`src/rtl/axi_rd_arbiter_pkg.sv`:
```
// axi_rd_arbiter_pkg
//   Shared definitions for the AXI read arbiter slice: default requester IDs,
//   AXI size encodings, requester identifiers and a constant clog2 helper
//   used to size the outstanding-read counters.
package axi_rd_arbiter_pkg;

   localparam logic [3:0] INST_ID_DEFAULT = 4'd0;
   localparam logic [3:0] DATA_ID_DEFAULT = 4'd1;

   localparam logic [2:0] AXI_SIZE_1B = 3'd0;
   localparam logic [2:0] AXI_SIZE_2B = 3'd1;
   localparam logic [2:0] AXI_SIZE_4B = 3'd2;

   typedef enum logic {
      REQ_INST = 1'b0,
      REQ_DATA = 1'b1
   } req_e;

   function automatic int unsigned clog2(input int unsigned value);
      int unsigned r;
      r = 0;
      while ((32'd1 << r) < value) r++;
      return r;
   endfunction

endpackage

```
`src/rtl/axi_rd_arbiter_if.sv`:
```
// axi_rd_arbiter_if
//   AXI read-address / read-data channel bundle.
//   master : arbiter side (drives arid/araddr/arsize/arvalid/rready)
//   slave  : memory side  (drives arready/rid/rdata/rvalid)
interface axi_rd_arbiter_if;

   logic [3:0]  arid;
   logic [31:0] araddr;
   logic [2:0]  arsize;
   logic        arvalid;
   logic        arready;
   logic [3:0]  rid;
   logic [31:0] rdata;
   logic        rvalid;
   logic        rready;

   modport master (
      output arid, araddr, arsize, arvalid, rready,
      input  arready, rid, rdata, rvalid
   );

   modport slave (
      input  arid, araddr, arsize, arvalid, rready,
      output arready, rid, rdata, rvalid
   );

endinterface

```
`src/rtl/axi_rd_arbiter_ostd_cnt.sv`:
```
// axi_rd_ostd_cnt
//   Saturating up/down counter of outstanding reads for one AXI ID.
//   clk, reset : clock, asynchronous active-high reset
//   inc        : a read for this ID was accepted
//   dec        : an R beat for this ID was consumed
//   full       : count has reached MAX_OUTSTANDING
//   empty      : count is zero
module axi_rd_ostd_cnt
   import axi_rd_arbiter_pkg::*;
#(
   parameter int unsigned MAX_OUTSTANDING = 2
) (
   input  logic clk,
   input  logic reset,
   input  logic inc,
   input  logic dec,
   output logic full,
   output logic empty
);

   localparam int unsigned W = clog2(MAX_OUTSTANDING + 1);

   logic [W-1:0] cnt;
   logic         do_inc;
   logic         do_dec;

   assign full  = (cnt == W'(MAX_OUTSTANDING));
   assign empty = (cnt == '0);

   // An increment while full is legal only when a decrement retires a slot
   // in the same cycle; a decrement at zero is a stray beat and is ignored.
   always_comb begin
      do_inc = inc && (!full || dec);
      do_dec = dec && !empty;
   end

   always_ff @(posedge clk or posedge reset) begin
      if (reset) begin
         cnt <= '0;
      end else if (do_inc && !do_dec) begin
         cnt <= cnt + W'(1);
      end else if (do_dec && !do_inc) begin
         cnt <= cnt - W'(1);
      end
   end

endmodule

```
`src/rtl/axi_rd_arbiter.sv`:
```
// axi_rd_arbiter
//   Shares one AXI read channel pair between the instruction-fetch and
//   data-load sram-like requesters. Registers AR, grants one requester per
//   accept, tracks outstanding reads per ID and steers R beats by rid.
//   clk, reset          : clock, asynchronous active-high reset
//   inst_rd_* / data_rd_*: requester ports (req/addr/size in, addr_ok/
//                          data_ok/rdata out)
//   axi                 : AXI AR/R channels (master modport)
//   Build option AXI_RD_ARB_ROUND_ROBIN_EN: alternate grants when both
//   requesters are eligible; otherwise data has fixed priority over inst.
module axi_rd_arbiter
   import axi_rd_arbiter_pkg::*;
#(
   parameter int unsigned MAX_OUTSTANDING = 2,
   parameter logic [3:0]  INST_ID         = INST_ID_DEFAULT,
   parameter logic [3:0]  DATA_ID         = DATA_ID_DEFAULT
) (
   input  logic              clk,
   input  logic              reset,
   input  logic              inst_rd_req,
   input  logic [31:0]       inst_rd_addr,
   input  logic [1:0]        inst_rd_size,
   output logic              inst_rd_addr_ok,
   output logic              inst_rd_data_ok,
   output logic [31:0]       inst_rd_rdata,
   input  logic              data_rd_req,
   input  logic [31:0]       data_rd_addr,
   input  logic [1:0]        data_rd_size,
   output logic              data_rd_addr_ok,
   output logic              data_rd_data_ok,
   output logic [31:0]       data_rd_rdata,
   axi_rd_arbiter_if.master  axi
);

   logic [3:0]  ar_id_q;
   logic [31:0] ar_addr_q;
   logic [2:0]  ar_size_q;
   logic        ar_valid_q;

   logic inst_full, inst_empty, data_full, data_empty;
   logic r_hs, inst_dec, data_dec;
   logic inst_elig, data_elig, slot_free;
   logic grant_inst, grant_data;

   assign axi.arid    = ar_id_q;
   assign axi.araddr  = ar_addr_q;
   assign axi.arsize  = ar_size_q;
   assign axi.arvalid = ar_valid_q;
   assign axi.rready  = !reset;

   assign r_hs     = axi.rvalid && axi.rready;
   assign inst_dec = r_hs && (axi.rid == INST_ID);
   assign data_dec = r_hs && (axi.rid == DATA_ID);

   // A full requester becomes eligible again in the cycle its own R beat
   // retires, so a saturated fetch is accepted alongside that beat.
   assign inst_elig = inst_rd_req && (!inst_full || inst_dec);
   assign data_elig = data_rd_req && (!data_full || data_dec);
   assign slot_free = !ar_valid_q || axi.arready;

   assign inst_rd_addr_ok = grant_inst;
   assign data_rd_addr_ok = grant_data;

`ifdef AXI_RD_ARB_ROUND_ROBIN_EN
   req_e rr_last;

   always_ff @(posedge clk or posedge reset) begin
      if (reset) begin
         rr_last <= REQ_INST;
      end else if (grant_data) begin
         rr_last <= REQ_DATA;
      end else if (grant_inst) begin
         rr_last <= REQ_INST;
      end
   end

   always_comb begin
      grant_inst = 1'b0;
      grant_data = 1'b0;
      if (!reset && slot_free) begin
         if (inst_elig && data_elig) begin
            grant_inst = (rr_last == REQ_DATA);
            grant_data = (rr_last == REQ_INST);
         end else begin
            grant_inst = inst_elig;
            grant_data = data_elig;
         end
      end
   end
`else
   always_comb begin
      grant_inst = 1'b0;
      grant_data = 1'b0;
      if (!reset && slot_free) begin
         grant_data = data_elig;
         grant_inst = inst_elig && !data_elig;
      end
   end
`endif

   always_ff @(posedge clk or posedge reset) begin
      if (reset) begin
         ar_id_q    <= '0;
         ar_addr_q  <= '0;
         ar_size_q  <= AXI_SIZE_1B;
         ar_valid_q <= 1'b0;
      end else if (grant_data) begin
         ar_id_q    <= DATA_ID;
         ar_addr_q  <= data_rd_addr;
         ar_size_q  <= {1'b0, data_rd_size};
         ar_valid_q <= 1'b1;
      end else if (grant_inst) begin
         ar_id_q    <= INST_ID;
         ar_addr_q  <= inst_rd_addr;
         ar_size_q  <= {1'b0, inst_rd_size};
         ar_valid_q <= 1'b1;
      end else if (axi.arready) begin
         ar_valid_q <= 1'b0;
      end
   end

   // Beats for an ID with nothing outstanding are consumed silently.
   always_ff @(posedge clk or posedge reset) begin
      if (reset) begin
         inst_rd_data_ok <= 1'b0;
         data_rd_data_ok <= 1'b0;
         inst_rd_rdata   <= '0;
         data_rd_rdata   <= '0;
      end else begin
         inst_rd_data_ok <= inst_dec && !inst_empty;
         data_rd_data_ok <= data_dec && !data_empty;
         if (inst_dec && !inst_empty) inst_rd_rdata <= axi.rdata;
         if (data_dec && !data_empty) data_rd_rdata <= axi.rdata;
      end
   end

   axi_rd_ostd_cnt #(.MAX_OUTSTANDING(MAX_OUTSTANDING)) u_inst_cnt (
      .clk   (clk),
      .reset (reset),
      .inc   (grant_inst),
      .dec   (inst_dec),
      .full  (inst_full),
      .empty (inst_empty)
   );

   axi_rd_ostd_cnt #(.MAX_OUTSTANDING(MAX_OUTSTANDING)) u_data_cnt (
      .clk   (clk),
      .reset (reset),
      .inc   (grant_data),
      .dec   (data_dec),
      .full  (data_full),
      .empty (data_empty)
   );

endmodule

```
`src/flat_wrapper.sv`:
```
// flat-port wrapper written by rule: the top's interface ports become plain ports
module axi_rd_arbiter_flat import axi_rd_arbiter_pkg::*;
#(
   parameter int unsigned MAX_OUTSTANDING = 2,
   parameter logic [3:0]  INST_ID         = INST_ID_DEFAULT,
   parameter logic [3:0]  DATA_ID         = DATA_ID_DEFAULT
)
  (clk, reset, inst_rd_req, inst_rd_addr, inst_rd_size, inst_rd_addr_ok, inst_rd_data_ok, inst_rd_rdata, data_rd_req, data_rd_addr, data_rd_size, data_rd_addr_ok, data_rd_data_ok, data_rd_rdata, axi_arid, axi_araddr, axi_arsize, axi_arvalid, axi_rready, axi_arready, axi_rid, axi_rdata, axi_rvalid);
  axi_rd_arbiter_if axi_i ();
  input  logic clk;
  input  logic reset;
  input  logic inst_rd_req;
  input  logic [31:0] inst_rd_addr;
  input  logic [1:0] inst_rd_size;
  output logic inst_rd_addr_ok;
  output logic inst_rd_data_ok;
  output logic [31:0] inst_rd_rdata;
  input  logic data_rd_req;
  input  logic [31:0] data_rd_addr;
  input  logic [1:0] data_rd_size;
  output logic data_rd_addr_ok;
  output logic data_rd_data_ok;
  output logic [31:0] data_rd_rdata;
  output wire logic [$bits(axi_i.arid)-1:0] axi_arid;
  output wire logic [$bits(axi_i.araddr)-1:0] axi_araddr;
  output wire logic [$bits(axi_i.arsize)-1:0] axi_arsize;
  output wire logic [$bits(axi_i.arvalid)-1:0] axi_arvalid;
  output wire logic [$bits(axi_i.rready)-1:0] axi_rready;
  input wire logic [$bits(axi_i.arready)-1:0] axi_arready;
  input wire logic [$bits(axi_i.rid)-1:0] axi_rid;
  input wire logic [$bits(axi_i.rdata)-1:0] axi_rdata;
  input wire logic [$bits(axi_i.rvalid)-1:0] axi_rvalid;
  assign axi_arid = axi_i.arid;
  assign axi_araddr = axi_i.araddr;
  assign axi_arsize = axi_i.arsize;
  assign axi_arvalid = axi_i.arvalid;
  assign axi_rready = axi_i.rready;
  assign axi_i.arready = axi_arready;
  assign axi_i.rid = axi_rid;
  assign axi_i.rdata = axi_rdata;
  assign axi_i.rvalid = axi_rvalid;
  axi_rd_arbiter #(.MAX_OUTSTANDING(MAX_OUTSTANDING), .INST_ID(INST_ID), .DATA_ID(DATA_ID)) u_core (.clk(clk), .reset(reset), .inst_rd_req(inst_rd_req), .inst_rd_addr(inst_rd_addr), .inst_rd_size(inst_rd_size), .inst_rd_addr_ok(inst_rd_addr_ok), .inst_rd_data_ok(inst_rd_data_ok), .inst_rd_rdata(inst_rd_rdata), .data_rd_req(data_rd_req), .data_rd_addr(data_rd_addr), .data_rd_size(data_rd_size), .data_rd_addr_ok(data_rd_addr_ok), .data_rd_data_ok(data_rd_data_ok), .data_rd_rdata(data_rd_rdata), .axi(axi_i));
endmodule
```
`config.mk`:
```
export PLATFORM = sky130hd
export DESIGN_NAME = axi_rd_arbiter_flat
export DESIGN_NICKNAME = d
export VERILOG_FILES = /design/src/rtl/axi_rd_arbiter_pkg.sv /design/src/rtl/axi_rd_arbiter_if.sv /design/src/rtl/axi_rd_arbiter_ostd_cnt.sv /design/src/rtl/axi_rd_arbiter.sv /design/src/flat_wrapper.sv
export SDC_FILE = /design/constraint.sdc
export NUM_CORES = 1
export LEC_CHECK = 0
export ABC_AREA = 1
export BUFFER_PORTS_ARGS = -buffer_cell sky130_fd_sc_hd__buf_2
export CORE_ASPECT_RATIO = 0.75
export CORE_MARGIN = 2
export CORE_UTILIZATION = 47
export DETAILED_ROUTE_END_ITERATION = 10
export PLACE_DENSITY = 0.87
export SLEW_MARGIN = 40
export SYNTH_ARGS = -nofsm -noshare
export SYNTH_HDL_FRONTEND = slang
export SYNTH_SLANG_ARGS = --single-unit
```
`constraint.sdc`:
```
create_clock -name clk -period 4.2 [get_ports clk]
set_input_delay 0.21 -clock clk [delete_from_list [all_inputs] [get_ports clk]]
set_output_delay 0.21 -clock clk [all_outputs]
set_load 0.02 [all_outputs]
```
# Word-level counts from Yosys, hierarchy flattened
# Cells that the tools add are included.
# totals
regBits	110
input_bits	110
wordCells	68
# op_classes
addsub	4
eq_ne	3
mux	15
reduce_logical	36
# op_table
cell	count
32-bit two-way mux	2
1-bit logical AND	15
1-bit zero test	11
2-bit two-way mux	4
4-bit two-way mux	2
3-bit two-way mux	2
2-bit nonzero test	3
1-bit two-way mux	5
2-bit by 1-bit adder with 2-bit output (second input constant)	2
2-bit == test (second input constant)	2
4-bit by 1-bit == test with 1-bit output (second input constant)	1
2-bit zero test	2
4-bit zero test	1
2-bit by 1-bit subtractor with 2-bit output (second input constant)	2
1-bit logical OR	3
3-bit nonzero test	1

# Depth between registers and ports, before layout
# logic_depth
depth_word	13
mapped_depth	13

# Hierarchy
# A second synthesis with hierarchy kept.
# hier_totals
cells_unflattened	586
area_unflattened_um2	4893.4
# modules_own_cells
module	n_inst	cells_per_inst	area_each_um2
axi_rd_arbiter	1	536	4588.2
axi_rd_ostd_cnt	2	25	152.6

# Worst setup path after synthesis
# Ideal clock, no wire load.
# synth_path
kind	input to output
start	in reset
end	out axi_rready
arrival_ns	2.506
required_time_ns	3.990
setup_slack_ns	1.484
stages	1
cell_sequence	inv_1
# synth_between
elab_chain_cells	1
# synth_lines
element	line	text
start, declared	flat_wrapper.sv:11	input logic reset;
1-bit zero test	axi_rd_arbiter.sv:49	assign axi.rready = !reset;
end, declared	flat_wrapper.sv:28	output wire logic [$bits(axi_i.rready)-1:0] axi_rready;
# Every way passes these cells.

# Worst setup path after layout
# layout_path
start	reg u_core.ar_valid_q, in the netlist u_core.axi.arvalid
end	out data_rd_addr_ok
# layout_between
elab_chain_cells	4
# layout_lines
element	line	text
start, declared	axi_rd_arbiter.sv:38	logic ar_valid_q;
start signal, assigned	axi_rd_arbiter.sv:106	ar_valid_q <= 1'b0;
start signal, assigned	axi_rd_arbiter.sv:111	ar_valid_q <= 1'b1;
start signal, assigned	axi_rd_arbiter.sv:116	ar_valid_q <= 1'b1;
1-bit zero test	axi_rd_arbiter.sv:59	assign slot_free = !ar_valid_q || axi.arready;
1-bit logical OR	axi_rd_arbiter.sv:59	
1-bit logical AND	axi_rd_arbiter.sv:94	if (!reset && slot_free) begin
1-bit two-way mux	axi_rd_arbiter.sv:94	
end, declared	flat_wrapper.sv:21	output logic data_rd_addr_ok;
# Every way passes these cells.

==> impl_metrics.env <==
export IMPL_status="complete, but fails checks"
export IMPL_violations="negative hold slack"
export IMPL_p_sw_share_pct=40.7
export IMPL_p_int_mw=2.32
export IMPL_synth_top_family_by_area="simple AND/OR/NAND/NOR gates"
export IMPL_fin_crit_sh_pct=70.6
export IMPL_slew_viol_final=0
export IMPL_cp_max_fo=44
export IMPL_coreArea_mm2=0.00977
export IMPL_synth_top_area_cell="dfrtp_1"
export IMPL_cp_cell_sequence="inv_1 > nor2_1 > nor2_4 > nand3_2 > buf_4 > inv_1 > buf_2"
export IMPL_synth_mux_area_share_pct=0
export IMPL_grt_overflow_total=0
export IMPL_relSlewSlack_pct=45.4
export IMPL_grtUsageTotal_pct=21.4
export IMPL_num_antenna_cells=0
export IMPL_max_freq_mhz=337
export IMPL_initial_core_util_pct=49.1
export IMPL_root_buffer="clkbuf_16"
export IMPL_synthXorXnorAreaFrac_pct=0.731
export IMPL_synth_cells=560
export IMPL_max_cap_violations=0
export IMPL_synth_area_top_cells="dfrtp_1 55%, nand2_1 16%, o21ai_0 5.3%"
export IMPL_io_buffers=214
export IMPL_cp_end_kind="primary output"
export IMPL_rsz0062_at_grt="no"
export IMPL_crit_path_top_delay_cell="nand3_2"
export IMPL_synth_distinct_cells=24
export IMPL_p_leak_nw=3.63
export IMPL_fp_dieH_um=91.5
export IMPL_p_clk_share_pct=19.9
export IMPL_gp_congestion=0.834
export IMPL_reg2reg_slack_ps=1320
export IMPL_ir_worst_vdd_mv=0.292
export IMPL_cts_tree="done"
export IMPL_ys_seq_elements=106
export IMPL_finalSetupTns_ps=0
export IMPL_rows=31
export IMPL_clk_latency_ps=330
export IMPL_antenna_found_initial=0
export IMPL_yosysTopAreaCellShare_pct=55.3
export IMPL_drt_iter0_drc=240
export IMPL_num_vias=4384
export IMPL_worstSetupPathType="reg2out"
export IMPL_p_seq_share_pct=40.5
export IMPL_clockBufferDepth=2
export IMPL_hold_path_class="in2async"
export IMPL_placed_cells=871
export IMPL_fin_crit_ps=2960
export IMPL_final_seq_area_mm2=0.00265
export IMPL_setup_ws_ps=1240
export IMPL_cpPeakStageDelay_ps=590
export IMPL_power_density_mw_per_mm2=639
export IMPL_numCtsBuffers=9
export IMPL_dp_hpwl_um=8670
export IMPL_fin_nets=862
export IMPL_firstDrtPassIters=4
export IMPL_skew_ps=4.25
export IMPL_ant_nets=0
export IMPL_layout_cells_non_filler=886
export IMPL_synthFlopType="dfrtp_1"
export IMPL_synth_commonest_cells="204 x nand2_1, 106 x dfrtp_1, 51 x o21ai_0"
export IMPL_synth_compound_area_share_pct=7.46
export IMPL_postSynthAreaPerCell_um2=8.56
export IMPL_multi_input_area_mm2=0.00175
export IMPL_cp_common_cell="inv_1"
export IMPL_clk_pin_slew_worst_paths_ps=70
export IMPL_path_delay_family="simple AND/OR/NAND/NOR gates"
export IMPL_ys_warn_count=0
export IMPL_r2r_cells=9
export IMPL_r2r_start="u_core.axi.arvalid$_DFFE_PP0P_"
export IMPL_netlist_area_mm2=0.00479
export IMPL_cts_hold_buf=0
export IMPL_async_flop_share_pct=100
export IMPL_wl_um=11900
export IMPL_power_frac_comb_pct=39.5
export IMPL_yosys_area_share_simple_pct=27.0
export IMPL_dieArea_mm2=0.0110
export IMPL_netSwitchingPower_mw=1.59
export IMPL_cts_resized=0
export IMPL_grt_first_pass_wirelength_um=19100
export IMPL_dp_slack_ps=1360
export IMPL_avgRoutedWirePerCell_um=13.4
export IMPL_start_kind="flip-flop"
export IMPL_seq_area_frac_synth_pct=55.3
export IMPL_worst_path_buf_inv=4
export IMPL_cp_required_ps=3990
export IMPL_worst_pin_slew_ps=817
export IMPL_clkSinkCount=106
export IMPL_startpoint="u_core.axi.arvalid$_DFFE_PP0P_"
export IMPL_die_w_um=121
export IMPL_drc=0
export IMPL_grt_pass1_vias=3917
export IMPL_synthAdderAreaFrac_pct=0.522
export IMPL_grt_start_max_net_pins=67
export IMPL_synth_most_common_cell="nand2_1"
export IMPL_htreeDepth=3
export IMPL_setup_viol=0
export IMPL_cp_arrival_ps=2750
export IMPL_drive_gt1_share_pct=33.6
export IMPL_reg2reg_to="u_core.axi.araddr[25]$_DFFE_PP0P_"
export IMPL_synth_edf_count=0
export IMPL_ios=219
export IMPL_hold_ws_ps=-21.5
export IMPL_fill_cells=883
export IMPL_cts_setup_buffers=0
export IMPL_hold_viol=9
export IMPL_vias_per_cell=4.95
export IMPL_syn_to_final_growth_pct=27.9
## power by group through the flow
stage               Combinational, mW  Sequential (mW)  Clock, mW
global route                     1.70             1.63      0.846
detailed placement               1.56             1.60          0
finish                           1.55             1.59      0.780
floorplan                       0.626             1.99          0
global placement                 1.52             1.59          0
CTS                              1.56             1.59      0.802
## flip-flops by register name, indices dropped and copies added, names as in the netlist
signal,count
u_core.axi.araddr,32
u_core.axi.arid,1
u_core.axi.arsize,2
u_core.axi.arvalid,1
u_core.data_rd_data_ok,1
u_core.data_rd_rdata,32
u_core.inst_rd_data_ok,1
u_core.inst_rd_rdata,32
u_core.u_data_cnt.cnt,2
u_core.u_inst_cnt.cnt,2
## final cells by class
class	count	share of cell area, %
Tap cell	132	2.69
Clock buffer	12	4.18
Timing Repair Buffer	218	18.0
Multi-Input combinational cell	368	28.5
Clock inverter	3	0.408
Inverter	47	2.96
Sequential cell	106	43.3
## per-stage QoR
| step | total power, mW | instance area (um^2) | utilization [%] |
|---|---|---|---|
| after floorplan | 2.62 | 4810 | - |
| after global placement | 3.11 | 5850 | 59.8 |
| after detailed placement | 3.16 | 5850 | 59.8 |
| after CTS | 3.95 | 6130 | 62.7 |
| after global routing | 4.18 | 6130 | 62.7 |
| final | 3.92 | 6130 | 62.7 |
## cell families after synthesis
| kind of cell | Yosys count |
|---|---|
| DFF | 106 |
| adders and majority gates | 2 |
| xor gates and xnor gates | 4 |
| buffers and inverters | 89 |
| AOI/OAI and AO/OA | 71 |
| other | 1 |
| and+or+nand+nor | 287 |
## layout by cell type (no fill, tap or decap)
master	instances
a21oi_1	3
buf_2	214
buf_4	4
clkbuf_1	1
clkbuf_16	9
clkbuf_8	2
clkinv_4	2
clkinvlp_4	1
conb_1	4
dfrtp_1	106
ha_1	2
inv_1	46
inv_6	1
nand2_1	204
nand2_2	2
nand2_4	1
nand3_1	25
nand3_2	12
nand4_1	34
nor2_1	6
nor2_2	1
nor2_4	1
o21ai_0	51
o21ai_1	15
o21ai_4	1
o21bai_4	1
or2_2	1
xnor2_1	2
xor2_1	2
## routing by layer
| metal | global-route usage, % | routed length, um | vias to the layer above |
|---|---|---|---|
| li1 | - | - | 2164 |
| met3 | 4.08 | 570 | 19 |
| met4 | 5.33 | 169 | 0 |
| met1 | 29.3 | 5090 | 2061 |
| met2 | 35.1 | 6040 | 140 |
| met5 | 0 | 0 | - |
## worst max path at each step
stage | endpoint | slack, ps | cells past startpoint
final | data_rd_addr_ok | 1240 | 7
after global routing | data_rd_addr_ok | 1000 | 7
after CTS | data_rd_addr_ok | 1250 | 7
after detailed placement | u_core.axi.arsize[0]$_DFFE_PP0P_ | 1360 | 9
after global placement | u_core.axi.arvalid$_DFFE_PP0P_ | 1420 | 8
after floorplan | u_core.axi.araddr[0]$_DFFE_PP0P_ | 1040 | 1
## worst reg2reg max path, delay by kind of cell (launching register included)
kind | cells | cell delay, ps
flip-flops | 1 | 370
AND/OR/NAND/NOR | 7 | 2220
buffers and inverters | 1 | 50
AO/OA/AOI/OAI | 1 | 170
No activity file was read; power rests on OpenSTA's default activity.
